<file path="src/rtl/pc_sequencer.sv">
// Program-counter sequencer: owns the PC and the fetch FSM, applies
// LUT-supplied relative branch offsets and detects out-of-range targets.
module pc_sequencer #(
   parameter int D        = 12,
   parameter int PROG_LEN = 1024,
   parameter int START_PC = 0,
   parameter int CW       = 16
) (
   input  logic          clk,
   input  logic          reset,
   input  logic          start,
   input  logic          stall,
   input  logic          branch_req,
   input  logic [1:0]    branch_sel,
   input  logic          halt_req,
   output logic [1:0]    lut_addr,
   input  logic [D-1:0]  lut_target,
   output logic [D-1:0]  prog_ctr,
   output logic          fetch_valid,
   output logic          flush,
   output logic          done,
   output logic          fault,
   output logic [CW-1:0] instr_cnt
);

   typedef enum logic [2:0] {
      S_IDLE,
      S_RUN,
      S_FLUSH,
      S_DONE,
      S_FAULT
   } state_e;

   localparam logic [D:0]   LEN   = (D+1)'(PROG_LEN);
   localparam logic [D-1:0] START = D'(START_PC);

   state_e        state_q, state_d;
   logic [D-1:0]  pc_q, pc_d;
   logic [CW-1:0] cnt_q, cnt_d;
   logic          fetch_valid_q, fetch_valid_d;
   logic          flush_q, flush_d;
   logic          done_q, done_d;
   logic          fault_q, fault_d;

   logic [D-1:0]  br_sum;
   logic [D:0]    seq_sum;
   logic [CW-1:0] cnt_inc;

   assign lut_addr = branch_sel;

   // Branch target wraps at D bits; sequential next keeps the carry so
   // running off a full 2**D program is still caught.
   always_comb begin
      br_sum  = pc_q + lut_target;
      seq_sum = {1'b0, pc_q} + (D+1)'(1);
      cnt_inc = (&cnt_q) ? cnt_q : cnt_q + CW'(1);
   end

   always_comb begin
      state_d = state_q;
      pc_d    = pc_q;
      cnt_d   = cnt_q;
      unique case (state_q)
         S_IDLE, S_DONE: begin
            if (start) begin
               pc_d    = START;
               cnt_d   = '0;
               state_d = S_RUN;
            end
         end
         S_RUN: begin
            if (!stall) begin
               cnt_d = cnt_inc;
               if (halt_req) begin
                  state_d = S_DONE;
               end else if (branch_req) begin
                  if ({1'b0, br_sum} < LEN) begin
                     pc_d    = br_sum;
                     state_d = S_FLUSH;
                  end else begin
                     state_d = S_FAULT;
                  end
               end else if (seq_sum >= LEN) begin
                  state_d = S_FAULT;
               end else begin
                  pc_d = seq_sum[D-1:0];
               end
            end
         end
         S_FLUSH: state_d = S_RUN;
         S_FAULT: state_d = S_FAULT;
         default: state_d = S_IDLE;
      endcase
   end

   always_comb begin
      fetch_valid_d = (state_d == S_RUN);
      flush_d       = (state_d == S_FLUSH);
      done_d        = (state_d == S_DONE);
      fault_d       = (state_d == S_FAULT);
   end

   always_ff @(posedge clk or posedge reset) begin
      if (reset) begin
         state_q       <= S_IDLE;
         pc_q          <= '0;
         cnt_q         <= '0;
         fetch_valid_q <= 1'b0;
         flush_q       <= 1'b0;
         done_q        <= 1'b0;
         fault_q       <= 1'b0;
      end else begin
         state_q       <= state_d;
         pc_q          <= pc_d;
         cnt_q         <= cnt_d;
         fetch_valid_q <= fetch_valid_d;
         flush_q       <= flush_d;
         done_q        <= done_d;
         fault_q       <= fault_d;
      end
   end

   assign prog_ctr    = pc_q;
   assign instr_cnt   = cnt_q;
   assign fetch_valid = fetch_valid_q;
   assign flush       = flush_q;
   assign done        = done_q;
   assign fault       = fault_q;

endmodule

</file>
<file path="config.mk">
export PLATFORM = sky130hd
export DESIGN_NAME = pc_sequencer
export DESIGN_NICKNAME = d
export VERILOG_FILES = /design/src/rtl/pc_sequencer.sv
export SDC_FILE = /design/constraint.sdc
export NUM_CORES = 1
export LEC_CHECK = 0
export CORE_MARGIN = 5
export CORE_UTILIZATION = 57
export CTS_BUF_LIST = sky130_fd_sc_hd__clkbuf_8
export DETAILED_ROUTE_END_ITERATION = 16
export PLACE_DENSITY_LB_ADDON = 0.25
export SLEW_MARGIN = 20
export SYNTH_ARGS = -nofsm -noshare
export SYNTH_HDL_FRONTEND = slang
export SYNTH_SLANG_ARGS = --single-unit
</file>
<file path="constraint.sdc">
create_clock -name clk -period 7 [get_ports clk]
set_input_delay 1.05 -clock clk [delete_from_list [all_inputs] [get_ports clk]]
set_output_delay 1.05 -clock clk [all_outputs]
set_load 0.02 [all_outputs]
</file>
---- After elaboration in Yosys (flattened, before gate mapping) ----
Index checks and enable logic that the tools add are counted.
storage, ports and cells
  register bits after elaboration ......... 35
  bits of input ports ..................... 20
  output and inout port bits .............. 34
  logic and storage cells ................. 50
operators by class
  add/subtract/negate cells ............... 3
  magnitude comparators ................... 2
  eq/ne operators ......................... 14
  muxes and demuxes ....................... 18
  reductions and logical operators ........ 6
operators with widths
  kind                                                                  number
  two-way mux 12 bit                                                    6
  two-way mux 16 bit                                                    3
  case mux 16 bit (2 select lines)                                      1
  case mux 12 bit (2 select lines)                                      1
  two-way mux 3 bit                                                     6
  adder 16 x 1 -> 16 bit (second input constant)                        1
  AND reduction 16 bit                                                  1
  adder 12 x 1 -> 13 bit (second input constant)                        1
  greater-or-equal comparator 13 x 11 -> 1 bit (second input constant)  1
  adder 12 bit                                                          1
  equality test 3 x 2 -> 1 bit (second input constant)                  4
  < comparator 12 x 11 -> 1 bit (second input constant)                 1
  case mux 3 bit (4 select lines)                                       1
  != test 2 bit (second input constant)                                 4
  equality test 3 x 1 -> 1 bit (second input constant)                  2
  equality test 3 bit (second input constant)                           2
  != test 3 bit (second input constant)                                 2
  AND reduction 6 bit                                                   1
  AND reduction 4 bit                                                   1
  zero test 3 bit                                                       1
  nonzero test 2 bit                                                    1
  OR reduction 2 bit                                                    1

---- Depth between registers and ports, before layout ----
  depth after elaboration ................. 8
  gate-level depth with buffers ........... 10

---- Least setup slack after synthesis ----
No wires, ideal clock.
  path kind ............................... input -> register
  from .................................... in lut_target[0]
  to ...................................... reg pc_q[0] (netlist: prog_ctr[0])
  setup time .............................. 0.125 ns
  arrival ................................. 3.161 ns
  required time ........................... 6.875 ns
  path slack .............................. 3.714 ns
  cell stages on the path ................. 10
  cells stage by stage .................... ha_1 > fa_1 > a211oi_1 > o21bai_1 > mux2i_1 > nand3b_4 > o31ai_4 > a21oi_4 > buf_12 > mux2_4
between the ends
  cells in the longest elaborated chain, start to end .. 6
RTL lines
  element                                                                                RTL line  source
  start, declared                                                                        17        input logic [D-1:0] lut_target,
  adder 12 bit (*)                                                                       54        br_sum = pc_q + lut_target;
  parallel branches: the longest is 5 deep, another holds < comparator 12 x 11 -> 1 bit  -
  end signal, assigned                                                                   114       pc_q <= pc_d;
  end, declared                                                                          38        logic [D-1:0] pc_q, pc_d;
Mark *: on every way between the ends. The select of a mux whose other input is x is not followed.
A chain may end at the register's enable or synchronous reset.

---- Worst setup path in the final report ----
  from .................................... in lut_target[7]
  to ...................................... reg pc_q[7] (netlist: prog_ctr[7])
The elaborated chain is that of the path after synthesis.

==> results.yml <==
die:
  pin_count: 54
  core_area_um2: 4294
  dieArea_um2: 5793
  die_x_um: 76.11
  rows: 24
  die_h_um: 76.11
  start_util: 0.5801
grt:
  grt_pass1_vias: 2093
  antenna_found_initial: 0
  track_usage: 0.1983
  overflow: 0
  grt_max_degree: 36
  grt_pass1_wl_um: 9770
placed_design:
  dp_hpwl_um: 4117
  io_buffers: 49
  place_congestion: 0.8746
drt:
  ant_nets: 0
  wl_um: 5538
  routed-via-count: 2159
  avgRoutedWirePerCell_um: 15.13
  dr.pass1.iters: 5
  drtIter0Drc: 115
  via_per_inst: 5.899
  drc: 0
critical_path:
  r2r-start: "prog_ctr[1]"
  startpoint_type: "input port"
  reg2reg_slack_ns: 3.91
  crit_arrival_ns: 3.80
  critPathSlowestCell: "a21oi_4"
  worstPathMaxFanout: 12
  critical_path_required_ns: 7.16
  path_common_cell: "and2_4"
  critical-path-max-stage-delay_ns: 0.43
  cp-startpoint: "lut_target[7]"
  cp-end-kind: "flop"
  crit_type: "in -> reg"
  cp_cell_sequence: "clkdlybuf4s50_1, ha_1, and3_1, a211o_1, and2_4, o31a_1, and2_4, a21oi_4, mux2_1"
synth:
  yosysWarnings: 0
  synthFlopType: "dfrtp_1"
  syn-num-nets: 299
  yosysTopAreaCell: "dfrtp_1"
  synth-async-reset-ratio: 1.000
  synth.distinct_cells: 51
  synth_enable_flop_cells: 0
  synthTopCellsByArea: "dfrtp_1 35%, ha_1 6.5%, xor2_1 5.6%"
  synth_commonest_cells: "35 x dfrtp_1, 31 x nor2_1, 16 x xor2_1"
  syn_area_um2: 2491
  yosysMostFrequentCell: "dfrtp_1"
  seq_area_frac_synth: 0.3516
  avgSynthCellArea_um2: 9.401
  synth_seq_cells: 35
  synthCells: 265
  yosysTopAreaCellShare: 0.3516
run_status:
  status: "finished, final reports clean"
power_and_ir_drop:
  pwr-share-seq: 0.304
  combPwrFrac: 0.556
  ir_worst_vdd_mv: 0.2031
  switching_power_mw: 0.4568
  switching_share: 0.4375
  static-leakage-power_nw: 1.382
  p_int_mw: 0.5873
  p_per_area_nw_per_um2: 338.1
  power.clock.fraction: 0.140
timing:
  slew_headroom: 0.4455
  timing.final.hold_violations: 0
  holdWs_ns: 0.5174
  worst_slew_pin_slew_ns: 0.8287
  period_minus_slack_ns: 3.639
  finClkSkew_ns: 0.006463
  setup_viol: 0
  finalCritPeriodShare: 0.5198
  rsz0062_at_grt: "no"
  setup_tns_ns: 0
  final_max_slew_viol_count: 0
  fmax_mhz: 274.8
finish:
  syn_to_final_growth_pct: 23.96
  antennaDiodeCount: 0
  finalNetCount: 348
  drive_gt1_frac: 0.06688
clock_network:
  htree_levels: 2
  post_cts_buffers: 0
  cts-root-buf: "clkbuf_8"
  cts.repair.resized: 0
  clk_pin_slew_ns: 0.07
  cts_tree: "built"
  ctsHoldBuffers: 0
  clk_latency_ns: 0.29
  cts.sinks: 35
  numCtsBuffers: 5
  clockBufferDepth: 2
hold_path:
  hold_path_class: "reg -> reg"
  hold_path_startpoint: "state_q[2]"
job:
  max-cap-violations: 0
==> per-stage QoR <==
stage | std cells | worst slack [ns] | cell area [µm²] | power (mW) | utilization
after floorplan | 265 | 3.714 | 2491 | 0.7398 | -
after global placement | 359 | 3.131 | 3000 | 0.8847 | 0.6987
after detailed placement | 359 | 3.062 | 3000 | 0.9005 | 0.6987
after CTS | 366 | 3.357 | 3088 | 1.046 | 0.7191
after global routing | 366 | 3.223 | 3088 | 1.121 | 0.7191
final | 366 | 3.361 | 3088 | 1.044 | 0.7191
==> layer usage <==
layer / vias to the layer above / track usage / wire, µm
met5: - / 0 / 0
li1: 1059 / - / -
met4: 0 / 0.07168 / 62
met2: 54 / 0.3219 / 2689
met1: 1038 / 0.2651 / 2519
met3: 8 / 0.03310 / 266
==> power by group through the flow <==
stage / Clock (mW) / Combinational (mW) / Sequential, mW
2_1_floorplan: 0 / 0.393 / 0.347
3_3_place_gp: 0 / 0.566 / 0.318
3_5_place_dp: 0 / 0.579 / 0.322
4_1_cts: 0.147 / 0.581 / 0.318
5_1_grt: 0.156 / 0.637 / 0.328
6_report: 0.146 / 0.580 / 0.318
==> flip-flops by register name, indices dropped and copies added, names as in the netlist <==
register / flops
state_q: 3
done: 1
instr_cnt: 16
fetch_valid: 1
prog_ctr: 12
fault: 1
flush: 1
==> cell type report <==
type,instances,area (µm²)
clock inverters,1,5.005
fillers,352,1206
multi-input cells,211,1520
flip-flops and latches,35,875.8
clock buffers,6,82.58
inverters,11,41.29
well taps,52,65.06
repair buffers,50,498.0
==> critical path, delay by kind of cell <==
family                   cells  cell delay [ns]
AO/OA/AOI/OAI                3             1.06
adder cells (fa/ha/maj)      1             0.38
buffers and inverters        1             0.40
multiplexers                 1             0.37
AND/OR/NAND/NOR              3             0.54
==> final timing paths <==
check	end	cells past startpoint
worst max-delay path	prog_ctr[7]	9
worst min-delay path	state_q[0]	1
worst max register to register	prog_ctr[7]	8
worst min register to register	state_q[0]	1
max in group asynchronous	state_q[1]	3
min in group asynchronous	prog_ctr[1]	3
==> kinds of logic (layout without fill, tap and decap cells) <==
family          after synthesis  count (layout)  share of synthesized area
simple gates                104             104                     0.2220
xor+xnor                     28              28                    0.09844
mux                          13              13                    0.06379
buf+inv                      19              68                    0.03817
fa+ha+maj                    14              14                    0.07333
compound gates               52              52                     0.1527
flops                        35              35                     0.3516
==> cells in the final DEF, fill, tap and decap left out, types with 5 or more instances in the layout <==
cell	n
clkdlybuf4s50_1	49
dfrtp_1	35
nor2_1	31
xor2_1	16
nand2_1	15
nand3_1	14
ha_1	13
xnor2_1	12
inv_1	11
and3_1	9
nor3_1	8
a21oi_1	8
a211oi_1	7
nand4_1	6
o21ai_0	6
a21o_1	6
clkbuf_8	6
mux2i_1	5
mux2_4	5
Power figures use the tool's default switching activity.
